File: src/rtl/uart_tx_sequencer_pkg.sv
// -----------------------------------------------------------------------------
// uart_tx_sequencer_pkg
// Shared types and constants for the UART transmit sequencer: FSM state
// encoding, byte width, and the FIFO entry layout {byte_cnt, data}.
// -----------------------------------------------------------------------------
package uart_tx_sequencer_pkg;

  localparam int UART_BYTE_W = 8;
  localparam int WORD_W      = 32;
  localparam int CNT_W       = 2;

  typedef enum logic [1:0] {
    ST_IDLE  = 2'd0,
    ST_START = 2'd1,
    ST_WAIT  = 2'd2
  } tx_state_e;

  // byte_cnt holds (number of bytes to send - 1).
  typedef struct packed {
    logic [CNT_W-1:0]  byte_cnt;
    logic [WORD_W-1:0] data;
  } fifo_entry_t;

endpackage

File: src/rtl/uart_word_fifo.sv
// -----------------------------------------------------------------------------
// uart_word_fifo
// Synchronous FIFO of {byte_cnt, data} entries with a separate level counter.
// Ports:
//   clk, rst       : clock, synchronous active-high reset
//   i_wr_en        : write request; accepted only when not full
//   i_wr_entry     : entry to store
//   i_rd_en        : pop request; ignored when empty
//   o_rd_entry     : entry at the head (valid when not empty)
//   o_full/o_empty : derived from the registered level
//   o_level        : occupancy, 0..DEPTH
//   o_reject       : write requested while full (entry dropped)
// -----------------------------------------------------------------------------
module uart_word_fifo
  import uart_tx_sequencer_pkg::*;
#(
  parameter int DEPTH = 4,
  parameter int LVL_W = $clog2(DEPTH) + 1
) (
  input  logic             clk,
  input  logic             rst,
  input  logic             i_wr_en,
  input  fifo_entry_t      i_wr_entry,
  input  logic             i_rd_en,
  output fifo_entry_t      o_rd_entry,
  output logic             o_full,
  output logic             o_empty,
  output logic [LVL_W-1:0] o_level,
  output logic             o_reject
);

  localparam int PTR_W = $clog2(DEPTH);

  fifo_entry_t      r_mem [DEPTH];
  logic [PTR_W-1:0] r_wr_ptr;
  logic [PTR_W-1:0] r_rd_ptr;
  logic [LVL_W-1:0] r_level;
  logic             w_push;
  logic             w_pop;

  // Fullness is judged on the registered level, so a pop in the same cycle
  // never makes room for a write.
  assign o_full     = (r_level == LVL_W'(DEPTH));
  assign o_empty    = (r_level == '0);
  assign o_level    = r_level;
  assign w_push     = i_wr_en && !o_full;
  assign w_pop      = i_rd_en && !o_empty;
  assign o_reject   = i_wr_en && o_full;
  assign o_rd_entry = r_mem[r_rd_ptr];

  // NOTE: storage is deliberately not reset; clearing the pointers and level
  // already makes every old entry unreachable, and unreset RAM maps to plain
  // memory cells.
  always_ff @(posedge clk) begin
    if (w_push) begin
      r_mem[r_wr_ptr] <= i_wr_entry;
    end
  end

  // Pointers are exactly PTR_W bits wide, so increment wraps modulo DEPTH.
  always_ff @(posedge clk) begin
    if (rst) begin
      r_wr_ptr <= '0;
      r_rd_ptr <= '0;
      r_level  <= '0;
    end else begin
      if (w_push) r_wr_ptr <= r_wr_ptr + 1'b1;
      if (w_pop)  r_rd_ptr <= r_rd_ptr + 1'b1;
      case ({w_push, w_pop})
        2'b10:   r_level <= r_level + 1'b1;
        2'b01:   r_level <= r_level - 1'b1;
        default: r_level <= r_level;
      endcase
    end
  end

endmodule

File: src/rtl/uart_tx_sequencer.sv
// -----------------------------------------------------------------------------
// uart_tx_sequencer
// Buffers CPU-written 32-bit words and feeds them, LSB byte first, to the
// UART transmitter one frame at a time (start pulse out, done pulse back).
// Ports:
//   clk, rst        : clock, synchronous active-high reset
//   wr_en_i         : one-cycle word write strobe
//   wr_data_i       : word to transmit
//   byte_cnt_i      : bytes to send from this word, minus one
//   tx_done_i       : frame-complete pulse from the UART (used only in WAIT)
//   ovf_clr_i       : clears overflow_o (a same-cycle rejected write wins)
//   tx_start_o      : one-cycle start pulse to the UART
//   tx_data_o       : byte being sent
//   busy_o          : a word is being sequenced
//   fifo_full_o     : FIFO holds FIFO_DEPTH words
//   fifo_empty_o    : FIFO holds no words
//   level_o         : FIFO occupancy
//   overflow_o      : sticky, set when a write is rejected
// -----------------------------------------------------------------------------
module uart_tx_sequencer
  import uart_tx_sequencer_pkg::*;
#(
  parameter int FIFO_DEPTH = 4,
  parameter int DATA_WIDTH = 32,
  parameter int LVL_W      = $clog2(FIFO_DEPTH) + 1
) (
  input  logic                   clk,
  input  logic                   rst,
  input  logic                   wr_en_i,
  input  logic [DATA_WIDTH-1:0]  wr_data_i,
  input  logic [CNT_W-1:0]       byte_cnt_i,
  input  logic                   tx_done_i,
  input  logic                   ovf_clr_i,
  output logic                   tx_start_o,
  output logic [UART_BYTE_W-1:0] tx_data_o,
  output logic                   busy_o,
  output logic                   fifo_full_o,
  output logic                   fifo_empty_o,
  output logic [LVL_W-1:0]       level_o,
  output logic                   overflow_o
);

  tx_state_e             r_state;
  tx_state_e             w_next_state;
  logic [DATA_WIDTH-1:0] r_shift;
  logic [CNT_W-1:0]      r_idx;
  logic [CNT_W-1:0]      r_cnt;
  logic                  r_overflow;
  logic                  w_pop;
  logic                  w_advance;
  logic                  w_reject;
  fifo_entry_t           w_wr_entry;
  fifo_entry_t           w_head;

  assign w_wr_entry.byte_cnt = byte_cnt_i;
  assign w_wr_entry.data     = wr_data_i;

  uart_word_fifo #(
    .DEPTH (FIFO_DEPTH),
    .LVL_W (LVL_W)
  ) u_fifo (
    .clk        (clk),
    .rst        (rst),
    .i_wr_en    (wr_en_i),
    .i_wr_entry (w_wr_entry),
    .i_rd_en    (w_pop),
    .o_rd_entry (w_head),
    .o_full     (fifo_full_o),
    .o_empty    (fifo_empty_o),
    .o_level    (level_o),
    .o_reject   (w_reject)
  );

  // NOTE: state and datapath registers use non-blocking assignments so every
  // flop samples pre-edge values regardless of block ordering.
  always_ff @(posedge clk) begin
    if (rst) r_state <= ST_IDLE;
    else     r_state <= w_next_state;
  end

  // NOTE: every output of this block is defaulted first, so no path leaves a
  // signal unassigned and no latch is inferred.
  always_comb begin
    w_next_state = r_state;
    w_pop        = 1'b0;
    w_advance    = 1'b0;
    unique case (r_state)
      ST_IDLE: begin
        if (!fifo_empty_o) begin
          w_pop        = 1'b1;
          w_next_state = ST_START;
        end
      end
      ST_START: w_next_state = ST_WAIT;
      ST_WAIT: begin
        // tx_done_i is only honoured here; strays in IDLE/START are dropped.
        if (tx_done_i) begin
          if (r_idx == r_cnt) begin
            w_next_state = ST_IDLE;
          end else begin
            w_advance    = 1'b1;
            w_next_state = ST_START;
          end
        end
      end
      default: w_next_state = ST_IDLE;
    endcase
  end

  always_ff @(posedge clk) begin
    if (rst) begin
      r_shift <= '0;
      r_idx   <= '0;
      r_cnt   <= '0;
    end else if (w_pop) begin
      r_shift <= w_head.data;
      r_idx   <= '0;
      r_cnt   <= w_head.byte_cnt;
    end else if (w_advance) begin
      r_shift <= r_shift >> UART_BYTE_W;
      r_idx   <= r_idx + 1'b1;
    end
  end

  // A rejected write in the same cycle as a clear keeps the flag set.
  always_ff @(posedge clk) begin
    if (rst)            r_overflow <= 1'b0;
    else if (w_reject)  r_overflow <= 1'b1;
    else if (ovf_clr_i) r_overflow <= 1'b0;
  end

  assign tx_start_o = (r_state == ST_START);
  assign busy_o     = (r_state != ST_IDLE);
  assign tx_data_o  = r_shift[UART_BYTE_W-1:0];
  assign overflow_o = r_overflow;

endmodule

File: config.mk
export PLATFORM = sky130hd
export DESIGN_NAME = uart_tx_sequencer
export DESIGN_NICKNAME = d
export VERILOG_FILES = /design/src/rtl/uart_tx_sequencer_pkg.sv /design/src/rtl/uart_word_fifo.sv /design/src/rtl/uart_tx_sequencer.sv
export SDC_FILE = /design/constraint.sdc
export NUM_CORES = 1
export LEC_CHECK = 0
export ABC_AREA = 1
export BUFFER_PORTS_ARGS = -buffer_cell sky130_fd_sc_hd__buf_2
export CORE_UTILIZATION = 60
export DETAILED_ROUTE_END_ITERATION = 16
export HOLD_SLACK_MARGIN = 0.1
export PLACE_DENSITY = 0.76
export SYNTH_ARGS = -nofsm -noshare
export SYNTH_HDL_FRONTEND = slang
export SYNTH_SLANG_ARGS = --single-unit
File: constraint.sdc
create_clock -name clk -period 2.7 [get_ports clk]
set_input_delay 0.27 -clock clk [delete_from_list [all_inputs] [get_ports clk]]
set_output_delay 0.27 -clock clk [all_outputs]
set_load 0.02 [all_outputs]
Yosys cells after proc, flatten, opt, wreduce, memory -nomap -nowiden --
Memory sizes are Yosys's and may differ from the RTL's. A register that Yosys moved wholly into a read port is not among the register bits. Cells that the tools add are included.
Cells by class: add/sub/neg operators 5, equality and inequality tests 8, multiplexer cells 18, reductions and logical operators 13
Operator list (number):
- 2-to-1 mux 32 bit | 2
- 2-to-1 mux 1 bit | 10
- 2-to-1 mux 2 bit | 4
- nonzero test 2 bit | 4
- adder 2 x 1 -> 2 bit, second input constant | 3
- case mux 2 bit (3 select lines) | 1
- case mux 3 bit (2 select lines) | 1
- equality test 2 x 1 -> 1 bit, second input constant | 2
- equality test 2 bit, second input constant | 2
- != test 2 bit, second input constant | 2
- adder 3 x 1 -> 3 bit, second input constant | 1
- equality test 3 bit, second input constant | 1
- logical AND 1 bit | 3
- logical NOT 3 bit | 1
- subtractor 3 x 1 -> 3 bit, second input constant | 1
- equality test 2 bit | 1
- logical NOT 1 bit | 2
- logical NOT 2 bit | 1
- AND reduction 2 bit | 1
- OR reduction 2 bit | 1
Word-level totals: bits in registers 46, memory bits (writable) 136, input bits 39, output and inout port bits 16, logic and storage cells 53, memories 1
Memory list:
- u_fifo.r_mem | depth 4, bits a word 34, rd ports 1, clocked after memory_dff 1, wr ports 1, RTL line uart_word_fifo.sv:34 | fifo_entry_t r_mem [DEPTH];

Depth between registers and ports, before layout --
depth in word-level cells 6, gate-level depth with buffers 12, gate-level depth less buffers 10

By module --
A second synthesis with hierarchy kept.
Second synthesis, totals: cell total of the unflattened synthesis 677, area, all modules 7693.6 sq um
Modules (own cells, without submodules):
- uart_word_fifo | instances 1, cells each 401, area each 5744.3 sq um, sequential area each 4264.1 sq um
- uart_tx_sequencer | instances 1, cells each 276, area each 1949.4 sq um, sequential area each 780.7 sq um

Least setup slack after synthesis --
OpenSTA, ideal clock, no wires.
path type reg-to-reg, start point reg u_fifo.r_level[0] (netlist: u_fifo.o_level[0]), end point mem u_fifo.r_mem[0][0] (netlist name) (enable), setup time 425 ps, arrival time 2272 ps, required time 2275 ps, path slack 3 ps, cell stages (with the launch flop) 5, buffers on the path 0, clock period less this slack 2697 ps, path through dfxtp_1 -> nor2_2 -> nand2_1 -> nand2_1 -> nor2_1
Between the ends: longest elaborated chain between the ends 5
RTL lines:
- from (decl) | RTL line uart_word_fifo.sv:37 | logic [LVL_W-1:0] r_level;
- from (signal assigned) | RTL line uart_word_fifo.sv:70 | 2'b10: r_level <= r_level + 1'b1;
- from (signal assigned) | RTL line uart_word_fifo.sv:71 | 2'b01: r_level <= r_level - 1'b1;
- from (signal assigned) | RTL line uart_word_fifo.sv:72 | default: r_level <= r_level;
- equality test 3 bit | RTL line uart_word_fifo.sv:43 | assign o_full = (r_level == LVL_W'(DEPTH));
- logical NOT 1 bit | RTL line uart_word_fifo.sv:46 | assign w_push = i_wr_en && !o_full;
- logical AND 1 bit | RTL line uart_word_fifo.sv:46
- 2-to-1 mux 1 bit | RTL line uart_word_fifo.sv:55 | if (w_push) begin
- 2-to-1 mux 1 bit (not written as such) | RTL line uart_word_fifo.sv:56 | r_mem[r_wr_ptr] <= i_wr_entry;
- to (decl) | RTL line uart_word_fifo.sv:34
Every way passes these cells.

Final worst setup path --
start point reg u_fifo.r_level[0] (netlist: u_fifo.o_level[0]), end point reg u_fifo.r_level[2] (netlist: u_fifo.o_level[2])
Between the ends: longest elaborated chain between the ends 6, elaborated cells between the ends (all ways) 14, classes of those cells 2 x add/sub; 3 x eq/ne; 3 x mux; 6 x reduce/logical
RTL lines:
- logical NOT 3 bit | RTL line uart_word_fifo.sv:44 | assign o_empty = (r_level == '0);
- 2-to-1 mux 1 bit | RTL line uart_tx_sequencer.sv:89 | if (!fifo_empty_o) begin
- 2-to-1 mux 1 bit | RTL line uart_tx_sequencer.sv:87 | unique case (r_state)
- logical AND 1 bit | RTL line uart_word_fifo.sv:47 | assign w_pop = i_rd_en && !o_empty;
- equality test 2 x 1 -> 1 bit or equality test 2 bit (tied branches) | RTL line uart_word_fifo.sv:69 | case ({w_push, w_pop})
- case mux 3 bit (2 select lines) or nonzero test 2 bit (tied branches)
Parallel ways exist; a longest one is shown, timed or not. A chain may end at the register's enable or synchronous reset.

==> out/metrics.yaml <==
outcome: "completed"
cp_data_arrival_time_ns: 2.26
place_congestion: 0.821
die_y_um: 114
post-cts-setup-buffers: 0
numCtsBuffers: 17
drt_iter0_drc: 424
areaGrowthSynthToFinish_pct: 16.6
p_per_area_nw_per_um2: 1040
critPathLaunchType: "register"
relSlewSlack_pct: 53.9
pin_count: 55
dr.pass1.iters: 5
overflow: 0
fin_util_pct: 72.3
syn_area_um2: 7500
grt_pass1_wl_um: 24500
design.core.area_um2: 12100
ys_seq_elements: 184
die-width_um: 114
yosys_warnings: 0
drt-total-wl_um: 15600
min_period_ns: 1.96
dp_hpwl_um: 9010
syn-num-nets: 780
cts_tree: "done"
clockRootBuffer: "clkbuf_16"
grtUsageTotal_pct: 25.4
vias: 5314
end_kind: "register"
ys_async_sr_fraction_pct: 0
grt_max_degree: 69
fmax_mhz: 511
p_leak_uw: 0.00351
min_path_type: "in -> reg"
htreeDepth: 4
synth_edf_count: 136
synth_top_area_share_pct: 54.4
dpl.cell_count: 921
drive_above_1_share_pct: 13.5
ir_worst_vdd_mv: 0.623
r2r_cells: 10
synth.avg_cell_area_um2: 10.2
clkTransAtPathRegs_ns: 0.06
worst_slew_pin_slew_ns: 0.692
totalPowerFinal_uw: 9120
synth_top_flop_cell: "edfxtp_1"
grt_pass1_vias: 5164
fin_tns_setup_ns: 0
drv_cap: 0
num_rows: 40
io_buffers: 54
hold_violations: 0
ant_nets: 0
yosysUniqueCellTypes: 28
timing.final.crit_share_pct: 72.5
regArea_um2: 5050
via_per_inst: 5.37
min_path_cells: 2
nets: 853
antenna_found_initial: 0
cts_resized: 0
insertion_delay_ns: 0.43
fp.dieArea_um2: 13000
drc: 0
worstPathRequired_ns: 3.01
slew_viol_final: 0
clk_path_buf_depth: 2
synth_top_cell_by_area: "edfxtp_1"
seq_area_frac_synth_pct: 67.2
synthCells: 735
stdcell_count: 989
clock_skew_ns: 0.0122
cp_max_fo: 5
finalWorstSetupSlack_ns: 0.743
diodes: 0
critPathKind: "reg -> reg"
dpl_worst_slack_ns: 0.751
multi_input_area_um2: 2080
n_fill_cell: 874
rsz0062_at_grt: "false"
synthTopCellsByArea: "edfxtp_1 54%, dfxtp_1 13%, nand2_1 11%, o21ai_0 5.1%, nor2_1 4.7%"
setup_viol: 0
start_util_pct: 62.0
wl_per_cell_um: 15.7
clock-sinks: 184
## routing by layer
layer  vias up  GRT usage [%]  part of all wire, %
met3        27           5.37                  6.0
li1       2584              -                    -
met1      2519           30.6                   41
met2       184           44.2                   51
met4         0           11.1                  2.0
met5         -              0                    0
## per-stage QoR
step                      hold slack (ns)  cell area, µm²
after floorplan                     0.369            7500
after global placement              0.449            7840
after detailed placement            0.466            7840
after CTS                           0.134            8750
after global routing                0.177            8750
final                               0.152            8750
## final cells by class
type,instances,area share (%)
multi-input cells,469,23.8
well taps,168,2.40
clock inverters,15,1.47
clock buffers,17,4.86
flip-flops and latches,184,57.6
inverters,35,1.53
repair buffers,101,8.29
## power by group
part	switching (µW)	internal [µW]	total, µW
Sequential	163	3490	3650
Combinational	2210	936	3150
Clock	1050	1270	2320
## cells in the mapped netlist (2+ instances only)
master,n
inv_1,31
nand3_1,27
o21ai_1,8
inv_2,3
buf_4,12
edfxtp_1,136
clkbuf_2,2
nand2_2,2
buf_2,21
dfxtp_1,48
nand2_1,218
nand4_1,4
nand2_4,2
ha_1,5
nor2_1,93
a21oi_1,24
clkbuf_1,8
buf_6,4
o21ai_0,77
o22ai_1,2
## timing repair
action                     CTS  global route
hold endpoints to repair   137             0
hold buffers                36             0
setup endpoints to repair    0             0
## registers in the layout, indices dropped and copies added (netlist names), named ones only
register,count
r_shift,32
u_fifo.r_mem,136
u_fifo.r_wr_ptr,2
overflow_o,1
r_cnt,2
u_fifo.o_level,3
r_idx,2
u_fifo.r_rd_ptr,2
r_state,2
## final timing paths
| kind | end | slack [ns] | from |
|---|---|---|---|
| setup / recovery | u_fifo.o_level[2] | 0.74 | u_fifo.o_level[0] |
| hold / removal | r_state[0] | 0.15 | rst |
| setup reg to reg | u_fifo.o_level[2] | 0.74 | u_fifo.o_level[0] |
| hold reg to reg | register | 0.47 | u_fifo.r_rd_ptr[1] |
## worst max-delay path, stage by stage, from the launching register on
cell,delay (ns)
dfxtp_1,0.34
nor2_2,0.21
nand2_1,0.10
nand2_1,0.11
ha_1,0.15
inv_1,0.06
fa_1,0.38
a21oi_1,0.14
o21ai_0,0.12
o21ai_0,0.19
a21oi_1,0.06
## cells by family after synthesis
| kind of cell | after synthesis | share of synthesized area (%) |
|---|---|---|
| buf+inv | 82 | 5.52 |
| fa+ha+maj | 6 | 1.10 |
| xor+xnor | 1 | 0.117 |
| compound gates | 113 | 7.65 |
| flops | 184 | 67.2 |
| simple gates | 349 | 18.4 |
## cell usage in the layout, fill, tap and decap left out, types with 4 or more instances in the layout
master | Yosys | final
a21oi_1 | 24 | 24
dlygate4sd3_1 | 0 | 36
o21ai_0 | 77 | 77
inv_1 | 31 | 31
nand2_1 | 218 | 218
buf_2 | 21 | 54
ha_1 | 5 | 5
nor2_4 | 0 | 4
nand4_1 | 4 | 4
edfxtp_1 | 136 | 136
dfxtp_1 | 48 | 47
clkbuf_16 | 0 | 17
nor2_1 | 93 | 89
nand3_1 | 27 | 27
buf_4 | 12 | 10
o21ai_1 | 8 | 8
Power figures use the tool's default switching activity.
